## src/rtl/dec_pkg.sv

```systemverilog
// Shared definitions for the timed N-to-M decoder: FSM encoding,
// hold-counter width and the code-to-one-hot helper.
package dec_pkg;

  typedef enum logic {
    IDLE = 1'b0,
    HOLD = 1'b1
  } state_e;

  localparam int CNT_W  = 8;
  localparam int OH_MAX = 256;

  // Full-width one-hot of an 8-bit code; callers cast down to NUM_OUT bits.
  function automatic logic [OH_MAX-1:0] code2onehot(input logic [CNT_W-1:0] code);
    logic [OH_MAX-1:0] oh;
    oh       = '0;
    oh[code] = 1'b1;
    return oh;
  endfunction

endpackage

```

## src/rtl/dec_hold_timer.sv

```systemverilog
// 8-bit load/decrement hold counter with synchronous clear and zero flag.
module dec_hold_timer
  import dec_pkg::*;
(
  input  logic             clk,
  input  logic             rst_n,
  input  logic             load_i,
  input  logic [CNT_W-1:0] load_val_i,
  input  logic             dec_i,
  input  logic             clr_i,
  output logic             zero_o
);

  logic [CNT_W-1:0] cnt_q, cnt_d;

  // Next count: clear beats load, load beats decrement; never wraps below 0.
  always_comb begin
    cnt_d = cnt_q;
    if (clr_i)                      cnt_d = '0;
    else if (load_i)                cnt_d = load_val_i;
    else if (dec_i && cnt_q != '0)  cnt_d = cnt_q - 1'b1;
  end

  // Counter register.
  always_ff @(posedge clk or negedge rst_n) begin
    if (!rst_n) cnt_q <= '0;
    else        cnt_q <= cnt_d;
  end

  assign zero_o = (cnt_q == '0);

endmodule

```

## src/rtl/decoder_n_to_m_timed.sv

```systemverilog
// Registered N-to-M one-hot decoder with valid/ready accept, programmable
// hold time and a guaranteed all-off cycle between decoded pulses.
// Optional: define DEC_OOR_ERR_EN to add the sticky out-of-range err port.
module decoder_n_to_m_timed
  import dec_pkg::*;
#(
  parameter int SEL_W    = 2,
  parameter int NUM_OUT  = 4,
  parameter int HOLD_CYC = 1,
  parameter int ACT_LOW  = 0
) (
  input  logic               clk,
  input  logic               rst_n,
  input  logic               in_valid,
  input  logic [SEL_W-1:0]   in_sel,
  output logic               in_ready,
  input  logic               clr,
  output logic [NUM_OUT-1:0] y,
  output logic               busy
`ifdef DEC_OOR_ERR_EN
  , output logic             err
`endif
);

  localparam logic [NUM_OUT-1:0] Y_IDLE    = (ACT_LOW != 0) ? {NUM_OUT{1'b1}} : {NUM_OUT{1'b0}};
  localparam logic [CNT_W-1:0]   LOAD_VAL  = CNT_W'(HOLD_CYC - 1);
  localparam logic [SEL_W:0]     NUM_OUT_X = (SEL_W+1)'(NUM_OUT);

  state_e             state_q, state_d;
  logic [NUM_OUT-1:0] y_q, y_d;
  logic               rdy_en_q;
  logic               accept, in_range;
  logic               t_load, t_dec, t_zero;

  // in_ready stays low during reset and rises on the first edge after release.
  always_ff @(posedge clk or negedge rst_n) begin
    if (!rst_n) rdy_en_q <= 1'b0;
    else        rdy_en_q <= 1'b1;
  end

  assign in_ready = rdy_en_q && (state_q == IDLE) && !clr;
  assign accept   = in_valid && in_ready;
  assign in_range = ({1'b0, in_sel} < NUM_OUT_X);
  assign busy     = (state_q == HOLD);
  assign y        = y_q;

  // Next-state / decode: clr aborts, accept loads the line, hold expiry releases it.
  always_comb begin
    state_d = state_q;
    y_d     = y_q;
    t_load  = 1'b0;
    t_dec   = 1'b0;
    unique case (state_q)
      IDLE: begin
        if (clr) begin
          y_d = Y_IDLE;
        end else if (accept && in_range) begin
          y_d     = NUM_OUT'(code2onehot(CNT_W'(in_sel))) ^ Y_IDLE;
          t_load  = 1'b1;
          state_d = HOLD;
        end
      end
      HOLD: begin
        if (clr || t_zero) begin
          y_d     = Y_IDLE;
          state_d = IDLE;
        end else begin
          t_dec = 1'b1;
        end
      end
      default: begin
        y_d     = Y_IDLE;
        state_d = IDLE;
      end
    endcase
  end

  // State and decode registers; reset drops the line immediately.
  always_ff @(posedge clk or negedge rst_n) begin
    if (!rst_n) begin
      state_q <= IDLE;
      y_q     <= Y_IDLE;
    end else begin
      state_q <= state_d;
      y_q     <= y_d;
    end
  end

  dec_hold_timer u_timer (
    .clk        (clk),
    .rst_n      (rst_n),
    .load_i     (t_load),
    .load_val_i (LOAD_VAL),
    .dec_i      (t_dec),
    .clr_i      (clr),
    .zero_o     (t_zero)
  );

`ifdef DEC_OOR_ERR_EN
  logic err_q;

  // Sticky out-of-range flag; only reset clears it, clr does not.
  always_ff @(posedge clk or negedge rst_n) begin
    if (!rst_n)                     err_q <= 1'b0;
    else if (accept && !in_range)   err_q <= 1'b1;
  end

  assign err = err_q;
`endif

endmodule

```

## config.mk

```make
export PLATFORM = sky130hd
export DESIGN_NAME = decoder_n_to_m_timed
export DESIGN_NICKNAME = d
export VERILOG_FILES = /design/src/rtl/dec_pkg.sv /design/src/rtl/dec_hold_timer.sv /design/src/rtl/decoder_n_to_m_timed.sv
export SDC_FILE = /design/constraint.sdc
export NUM_CORES = 1
export LEC_CHECK = 0
export BUFFER_PORTS_ARGS = -buffer_cell sky130_fd_sc_hd__buf_2
export CORE_UTILIZATION = 48
export CTS_CLUSTER_SIZE = 40
export DETAILED_ROUTE_END_ITERATION = 8
export PLACE_DENSITY = 0.81
export SYNTH_ARGS = -nofsm -noshare
export SYNTH_HDL_FRONTEND = slang
export SYNTH_SLANG_ARGS = --single-unit
```

## constraint.sdc

```tcl
create_clock -name clk -period 1.8 [get_ports clk]
set_clock_uncertainty 0.2 [all_clocks]
set_input_delay 0.27 -clock clk [delete_from_list [all_inputs] [get_ports clk]]
set_output_delay 0.27 -clock clk [all_outputs]
set_load 0.02 [all_outputs]
```

After elaboration in Yosys (flattened, before gate mapping)
Index checks and enable logic that the tools add are counted.
{"block": "totals", "reg_bits": 14, "output_inout_bits": 6, "elab_cells": 36, "inputBits": 6}
{"block": "classes", "n_eq_ne": 2, "mux": 15, "reduce_logical": 11, "n_lt_le_gt_ge": 2, "n_addsub": 1, "bitwise": 1}
{"operator": "two-way mux 8 bit", "count": 3}
{"operator": "two-way mux 4 bit", "count": 3}
{"operator": "< comparator 2 x 9 -> 1 bit, second input constant", "count": 1}
{"operator": "zero test 8 bit", "count": 1}
{"operator": "one-hot mux 4 bit (2 select lines)", "count": 1}
{"operator": "nonzero test 8 bit", "count": 1}
{"operator": "subtractor 8 x 1 -> 8 bit, second input constant", "count": 1}
{"operator": "two-way mux 1 bit", "count": 6}
{"operator": "logical AND 1 bit", "count": 5}
{"operator": "!= test 3 bit, second input constant", "count": 1}
{"operator": "nonzero test 3 bit", "count": 1}
{"operator": "demux 1 bit (select 2 bit)", "count": 1}
{"operator": "greater-or-equal comparator 2 x 1 -> 1 bit, second input constant", "count": 1}
{"operator": "!= test 2 x 1 -> 1 bit, second input constant", "count": 1}
{"operator": "one-hot mux 1 bit (2 select lines)", "count": 1}
{"operator": "AND reduction 2 bit", "count": 1}
{"operator": "zero test 1 bit", "count": 1}
{"operator": "logical OR 1 bit", "count": 1}
{"operator": "NOT 1 bit", "count": 1}

Logic depth before layout (Yosys ltp)
Gate-level depths: netlist of the first run.
{"block": "logic_depth", "ltp_word": 9, "depth_mapped": 5, "ltp_nobuf": 5}

Modules after synthesis
Synthesis of the first run repeated with hierarchy kept, for this count alone.
{"block": "hier_totals", "hier_cells": 82, "hier_area_um2": 819.5}
{"mod": "dec_hold_timer", "area_each_um2": 555.5, "instances": 1, "seq_area_each_um2": 200.2, "cells_each": 61}
{"mod": "decoder_n_to_m_timed", "area_each_um2": 264.0, "instances": 1, "seq_area_each_um2": 150.1, "cells_each": 21}

Worst setup path before layout of the first run
No wires, ideal clock.
{"block": "synth_timing", "kind": "reg2reg", "start": "reg u_timer.cnt_q[0]", "end": "reg u_timer.cnt_q[0]", "path_buffers": 0, "t_arrival_ns": 1.688, "synth_period_minus_slack_ns": 1.968, "setup_ns": 0.080, "path_slack_ns": -0.168, "t_required_ns": 1.520, "stages_incl_launch_ff": 6, "path_cell_list": "dfrtp_1 -> inv_1 -> ha_1 -> or3b_2 -> o211ai_1 -> mux2i_1"}
{"block": "synth_via", "elab_chain_cells": 6, "word_cells_on_any_way": 11, "cone_classes": "add/sub (1); mux (5); reduce/logical (5)"}
{"element": "from (decl)", "line": "dec_hold_timer.sv:14", "rtl": "logic [CNT_W-1:0] cnt_q, cnt_d;"}
{"element": "from (signal assigned)", "line": "dec_hold_timer.sv:27", "rtl": "else cnt_q <= cnt_d;"}
{"element": "branches (longest 6 deep; another with subtractor 8 x 1 -> 8 bit)"}
Several ways; the timed one is not identified. The select of a mux whose other input is x is not followed.
A chain may end at the register's enable or synchronous reset.

Final worst setup path of the first run
{"block": "layout_timing", "start": "reg u_timer.cnt_q[5]", "end": "reg u_timer.cnt_q[6]"}
Same word-level chain as after synthesis.

==> run metrics, run 1 <==
post-DP HPWL=1320 um; Final WS setup=-92.3 ps; clk buf depth=2; worst-path cell chain=or4_4 > or4b_4 > a21oi_2; DR vias/cell=5.81; largest net degree at the start of global routing=15; register area=350 um2; Crit Path Category=reg -> reg; R2R depth=3; nets=124; commonest non-fill, non-tap cell in the layout=buf_4; Ys Warns=0; Skew-Pair Late Insertion Delay=270 ps; fill count=104; DRT iter0 DRCs=18; crit path launch=u_timer.cnt_q[5]$_DFFE_PN0P_; Final Critical Period=1890 ps; asr flop ratio synth=1.00; final total power=0.000550 W; P_int=0.000416 W; unrepaired setup endpoints after global routing=true; max-cap violations=0; area leader, netlist=dfrtp_1; row cnt=14; cell count after synthesis=81; most frequent cells in the layout=20 x buf_4, 14 x dfrtp_1, 11 x buf_2; nature of the critical path startpoint=flip-flop; H-tree levels=1; initial antenna violation count=0; WP buf/inv=0; via count=755; outcome=finished, violations left; Synth top area share=0.445; Clock Sink Count=14; Crit Path Max Fanout=4; Placed Area=962 um2; area of the multi-input gates=435 um2; CTS root buffer=clkbuf_4; PortBufs=11; peak per-stage delay on the critical path=570 ps; CP Capture Type=flip-flop; dominant synthesized flop cell=dfrtp_1; hold_sp=in_sel[0]; global-route wire length before repair=3220 um; router iterations before antenna repair=4; Pwr Density=508 mW/mm2; antenna cells=0; count of non-filler cells in the finished layout=130; DP Worst Slack=-105 ps; CP required=1800 ps; cell family with most CP delay=simple AND/OR/NAND/NOR gates; Clk pwr share=0.305; Psw=0.000133 W; Sw Share=0.243; static leakage=0.523 nW; Unique masters post-synth=31; WL/cell=14.4 um; Sequential Power Share=0.590; Hold Path Depth=3; final WL=1880 um; die span in x=42.5 um; CTS tree=yes; Final Instance Area=0.00108 mm2; stages on the worst setup path=3; synthesized net count=89; Hold Fails Final Rpt=0; Post-synth EDFFs=0; HP Class=in -> reg; total grt overflow=0; core area=0.00152 mm2; Area Growth Syn to Fin=37.4%; largest cells by area after synthesis=dfrtp_1 45%, mux2i_1 5.1%, inv_1 4.8%, a32oi_1 4.5%, o21ai_0 4.5%; post-synthesis register bit count=14; Final Slew Violations=0; Cells after DPL=120; gp weighted congestion=0.899; I/O pins=12; Initial Util=0.516; worst vdd ir=0.448 mV; CTS Buf Count=3; syn avg cell area=9.72 um2; crit path DAT=1900 ps; share of layout cells above drive strength 1=0.421; Worst-path clk slew=70 ps; Logic pwr share=0.105; Synth Cell Area=787 um2; post-route ant nets=0; Chip Height=42.5 um; slowest stage cell, crit path=or4_4; max frequency=0.528 GHz; vias in the first global route=780; post-synthesis sequential area ratio=0.445; RR Startpoint=u_timer.cnt_q[5]$_DFFE_PN0P_; full die area=0.00181 mm2; All-Layer GR Usage=0.234; period utilization=1.05; failing checks=negative setup slack; Final Setup Violations=3; drt drc=0
## tightest hold or removal path, delay by kind of cell
kind | cells | cell delay (ps)
AOI/OAI and AO/OA | 2 | 160
buffers and inverters | 1 | 100
## cells by family after synthesis
group	count (synthesis)	synth area share
other cells	1	0.00476
buf+inv	12	0.0572
mux	4	0.0509
fa+ha+maj	2	0.0318
flops	14	0.445
compound gates	22	0.186
simple gates	26	0.224
## power by group through the flow
stage	combinational, W	sequential (W)	clock (W)
after global routing	0.0000644	0.000325	0.000187
after global placement	0.0000507	0.000330	0
after floorplan	0.0000255	0.000332	0
final	0.0000579	0.000324	0.000168
after detailed placement	0.0000521	0.000330	0
after CTS	0.0000559	0.000324	0.000174
## flip-flops by register name, indices dropped and copies added, names as in the netlist
name           count
y                  4
rdy_en_q           1
u_timer.cnt_q      8
busy               1
## cells in the mapped netlist (all sizes together), types with 2 or more instances
| master | count |
|---|---|
| mux2i | 4 |
| dfrtp | 14 |
| or4 | 2 |
| o21ai | 7 |
| a21oi | 4 |
| nor4 | 2 |
| nand3b | 2 |
| inv | 10 |
| nand3 | 5 |
| nor3b | 2 |
| clkbuf | 2 |
| ha | 2 |
| o211ai | 3 |
| nand2 | 2 |
| a32oi | 4 |
| nor2 | 2 |
## layer usage
layer,vias to the layer above,track usage,part of all wire
met5,-,0,0
met1,361,0.299,0.45
met4,0,0.0875,0.018
li1,365,-,-
met2,23,0.372,0.50
met3,6,0.0690,0.039
## per-stage QoR
step | hold WS (ps) | util | TNS (ps)
2_1_floorplan | -226 | - | -345
3_3_place_gp | -23.8 | 0.631 | -74.5
3_5_place_dp | -23.3 | 0.631 | -168
4_1_cts | 83.2 | 0.669 | -141
5_1_grt | 78.2 | 0.709 | -651
6_report | 78.7 | 0.709 | -138
## timing repair
item,4_1_cts,5_1_grt
buffers inserted,1,5
hold endpoints to repair,14,0
resized for setup,4,9
hold buffers,1,0
pin swaps,1,1
setup endpoints to repair,5,11
## cell type report
class | count | area share
repair buffers | 32 | 0.199
well taps | 16 | 0.0185
multi-input cells | 55 | 0.403
clock buffers | 3 | 0.0208
inverters | 10 | 0.0347
flip-flops and latches | 14 | 0.324
## worst paths after layout
path                                                endpoint  slack [ps]
worst max-delay path            u_timer.cnt_q[6]$_DFFE_PN0P_         -90
min in group asynchronous                     busy$_DFF_PN0_         210
worst min-delay path                        y[3]$_DFFE_PN0P_          80
max in group asynchronous       u_timer.cnt_q[6]$_DFFE_PN0P_         950
worst min register to register              y[3]$_DFFE_PN0P_         330
worst max register to register  u_timer.cnt_q[6]$_DFFE_PN0P_         -90
Power figures use the tool's default switching activity.
==> run 2, diff against run 1 <==
--- a/config.mk
+++ b/config.mk
@@ -11,4 +11,6 @@
 export DETAILED_ROUTE_END_ITERATION = 8
 export PLACE_DENSITY = 0.81
+export RECOVER_POWER = 100
+export SKIP_CTS_REPAIR_TIMING = 1
 export SYNTH_ARGS = -nofsm -noshare
 export SYNTH_HDL_FRONTEND = slang
==> constraint.sdc (replaced) <==
create_clock -name clk -period 1.8 [get_ports clk]
set_clock_uncertainty 0.2 [all_clocks]
set_input_delay 0.27 -clock clk [delete_from_list [all_inputs] [get_ports clk]]
set_output_delay 0.27 -clock clk [all_outputs]
set_load 0.1 [all_outputs]
==> run metrics, run 2 (synthesis gave the netlist of run 1 again) <==
CTS Buf Count=3 (unchanged); Crit Path Category=reg -> reg; Final Setup Violations=8 (+5); initial antenna violation count=0 (unchanged); nature of the critical path startpoint=flip-flop; register area=354 um2 (+1.1%); met2 wire length=1070 um (+15%); Rel. slew slack=0.472; post-DP HPWL=1360 um (+3.4%); Final Critical Period=1900 ps (+5.60 ps); router iterations before antenna repair=4 (unchanged); I/O pins=12 (unchanged); Skew-Pair Late Insertion Delay=280 ps (about the same); share of layout cells above drive strength 1=0.369 (-0.0517); final WL=2070 um (+10%); via count=770 (+2.0%); full die area=0.00181 mm2 (unchanged); antenna cells=0 (unchanged); Crit Path Max Fanout=6 (+2); fill count=111 (+6.7%); drt drc=0 (unchanged); DRT iter0 DRCs=29 (+11); max frequency=0.527 GHz (-0.30%); DR vias/cell=6.06 (+4.4%); CP required=1810 ps (about the same); Final WS setup=-97.9 ps (-5.60 ps); most frequent cells in the layout=16 x buf_4, 13 x dfrtp_1, 8 x inv_1; met3 wire length=128 um (+73%); largest net degree at the start of global routing=15 (unchanged); PortBufs=11 (unchanged); post-route ant nets=0 (unchanged); unrepaired setup endpoints after global routing=true; Worst-path clk slew=90 ps (+20 ps); row cnt=14 (unchanged); All-Layer GR Usage=0.227 (-0.00671); period utilization=1.05 (+0.00311); failing checks=negative setup slack; static leakage=0.501 nW (-4.1%); CP Capture Type=flip-flop; Biggest register=u_timer.cnt_q; CTS root buffer=clkbuf_4; Tightest Pin Transition=791 ps; vias in the first global route=699 (-10%); hold slack=86.1 ps (+7.47 ps); WL/cell=16.3 um (+13%); outcome=finished, violations left; Hold Fails Final Rpt=0 (unchanged); core area=0.00152 mm2 (unchanged); Largest register FFs=8 (unchanged); HP Class=in -> reg; Final Slew Violations=0 (unchanged); die span in x=42.5 um (unchanged); worst reg2reg setup slack=-100 ps (about the same); worst vdd ir=0.395 mV (-12%); Cells after DPL=120 (unchanged); CTS tree=yes; top layer in use=met4; Chip Height=42.5 um (unchanged); Clock Sink Count=14 (unchanged); crit path DAT=1910 ps (about the same); area of the multi-input gates=435 um2 (unchanged); clk buf depth=2 (unchanged); max-cap violations=0 (unchanged); Area Growth Syn to Fin=36.2%; total grt overflow=0 (unchanged); nets=120 (-3.2%); Pwr Density=572 mW/mm2 (+12%); commonest non-fill, non-tap cell in the layout=buf_4; Initial Util=0.516 (unchanged); count of non-filler cells in the finished layout=127 (-2.3%); global-route wire length before repair=3080 um (-4.1%); met1 WL=823 um (-1.8%); gp weighted congestion=0.847 (-5.7%); H-tree levels=1 (unchanged)
[run 2: cell types whose count changed in the layout (fill, tap and decap cells not counted), sizes merged]
cell / change
buf: -9
clkbuf: +6
[run 2: final timing paths]
| kind | startpoint | cells after the start | to |
|---|---|---|---|
| worst max-delay path | u_timer.cnt_q[1]$_DFFE_PN0P_ | 6 | u_timer.cnt_q[1]$_DFFE_PN0P_ |
| worst min-delay path | in_sel[1] | 3 | y[2]$_DFFE_PN0P_ |
| worst max register to register | u_timer.cnt_q[1]$_DFFE_PN0P_ | 6 | u_timer.cnt_q[1]$_DFFE_PN0P_ |
| worst min register to register | y[3]$_DFFE_PN0P_ | 2 | y[3]$_DFFE_PN0P_ |
| max in group asynchronous | rst_n | 2 | busy$_DFF_PN0_ |
| min in group asynchronous | rst_n | 2 | busy$_DFF_PN0_ |
[run 2: layout make-up]
cell class | count | share of cell area
Multi-Input combinational cell | 55 | 0.406
Tap cell | 16 | 0.0187
Inverter | 10 | 0.0350
Clock buffer | 4 | 0.0245
Timing Repair Buffer | 28 | 0.186
Sequential cell | 14 | 0.330
[run 2: worst max-delay path, cell delays in order, from the launching register on]
cell	delay [ps]
dfrtp_1	400
inv_2	90
ha_4	140
or3b_4	390
o211ai_1	210
buf_4	190
mux2i_1	190
[run 2: per-layer routing]
layer,global-route usage,vias to the layer above
met3,0.0388,8
met1,0.284,371
met4,0.0813,0
met5,0,-
met2,0.391,32
li1,-,359
[run 2: report_power, final]
group	total, W	leakage, nW	switching, W	internal (W)
Combinational	0.0000944	0.296	0.0000698	0.0000247
Sequential	0.000326	0.190	0.00000633	0.000319
Clock	0.000193	0.0150	0.000107	0.0000860
Total	0.000613	0.501	0.000183	0.000430
[run 2: per-stage QoR]
stage	area (um2)	worst slack (ps)	utilization	TNS [ps]	power (W)
floorplan	815	-335	-	-839	0.000393
global placement	992	-53.6	0.651	-122	0.000419
detailed placement	992	-88.2	0.651	-277	0.000421
CTS	1020	-108	0.668	-393	0.000607
global route	1070	-159	0.704	-796	0.000633
finish	1070	-97.9	0.704	-319	0.000613
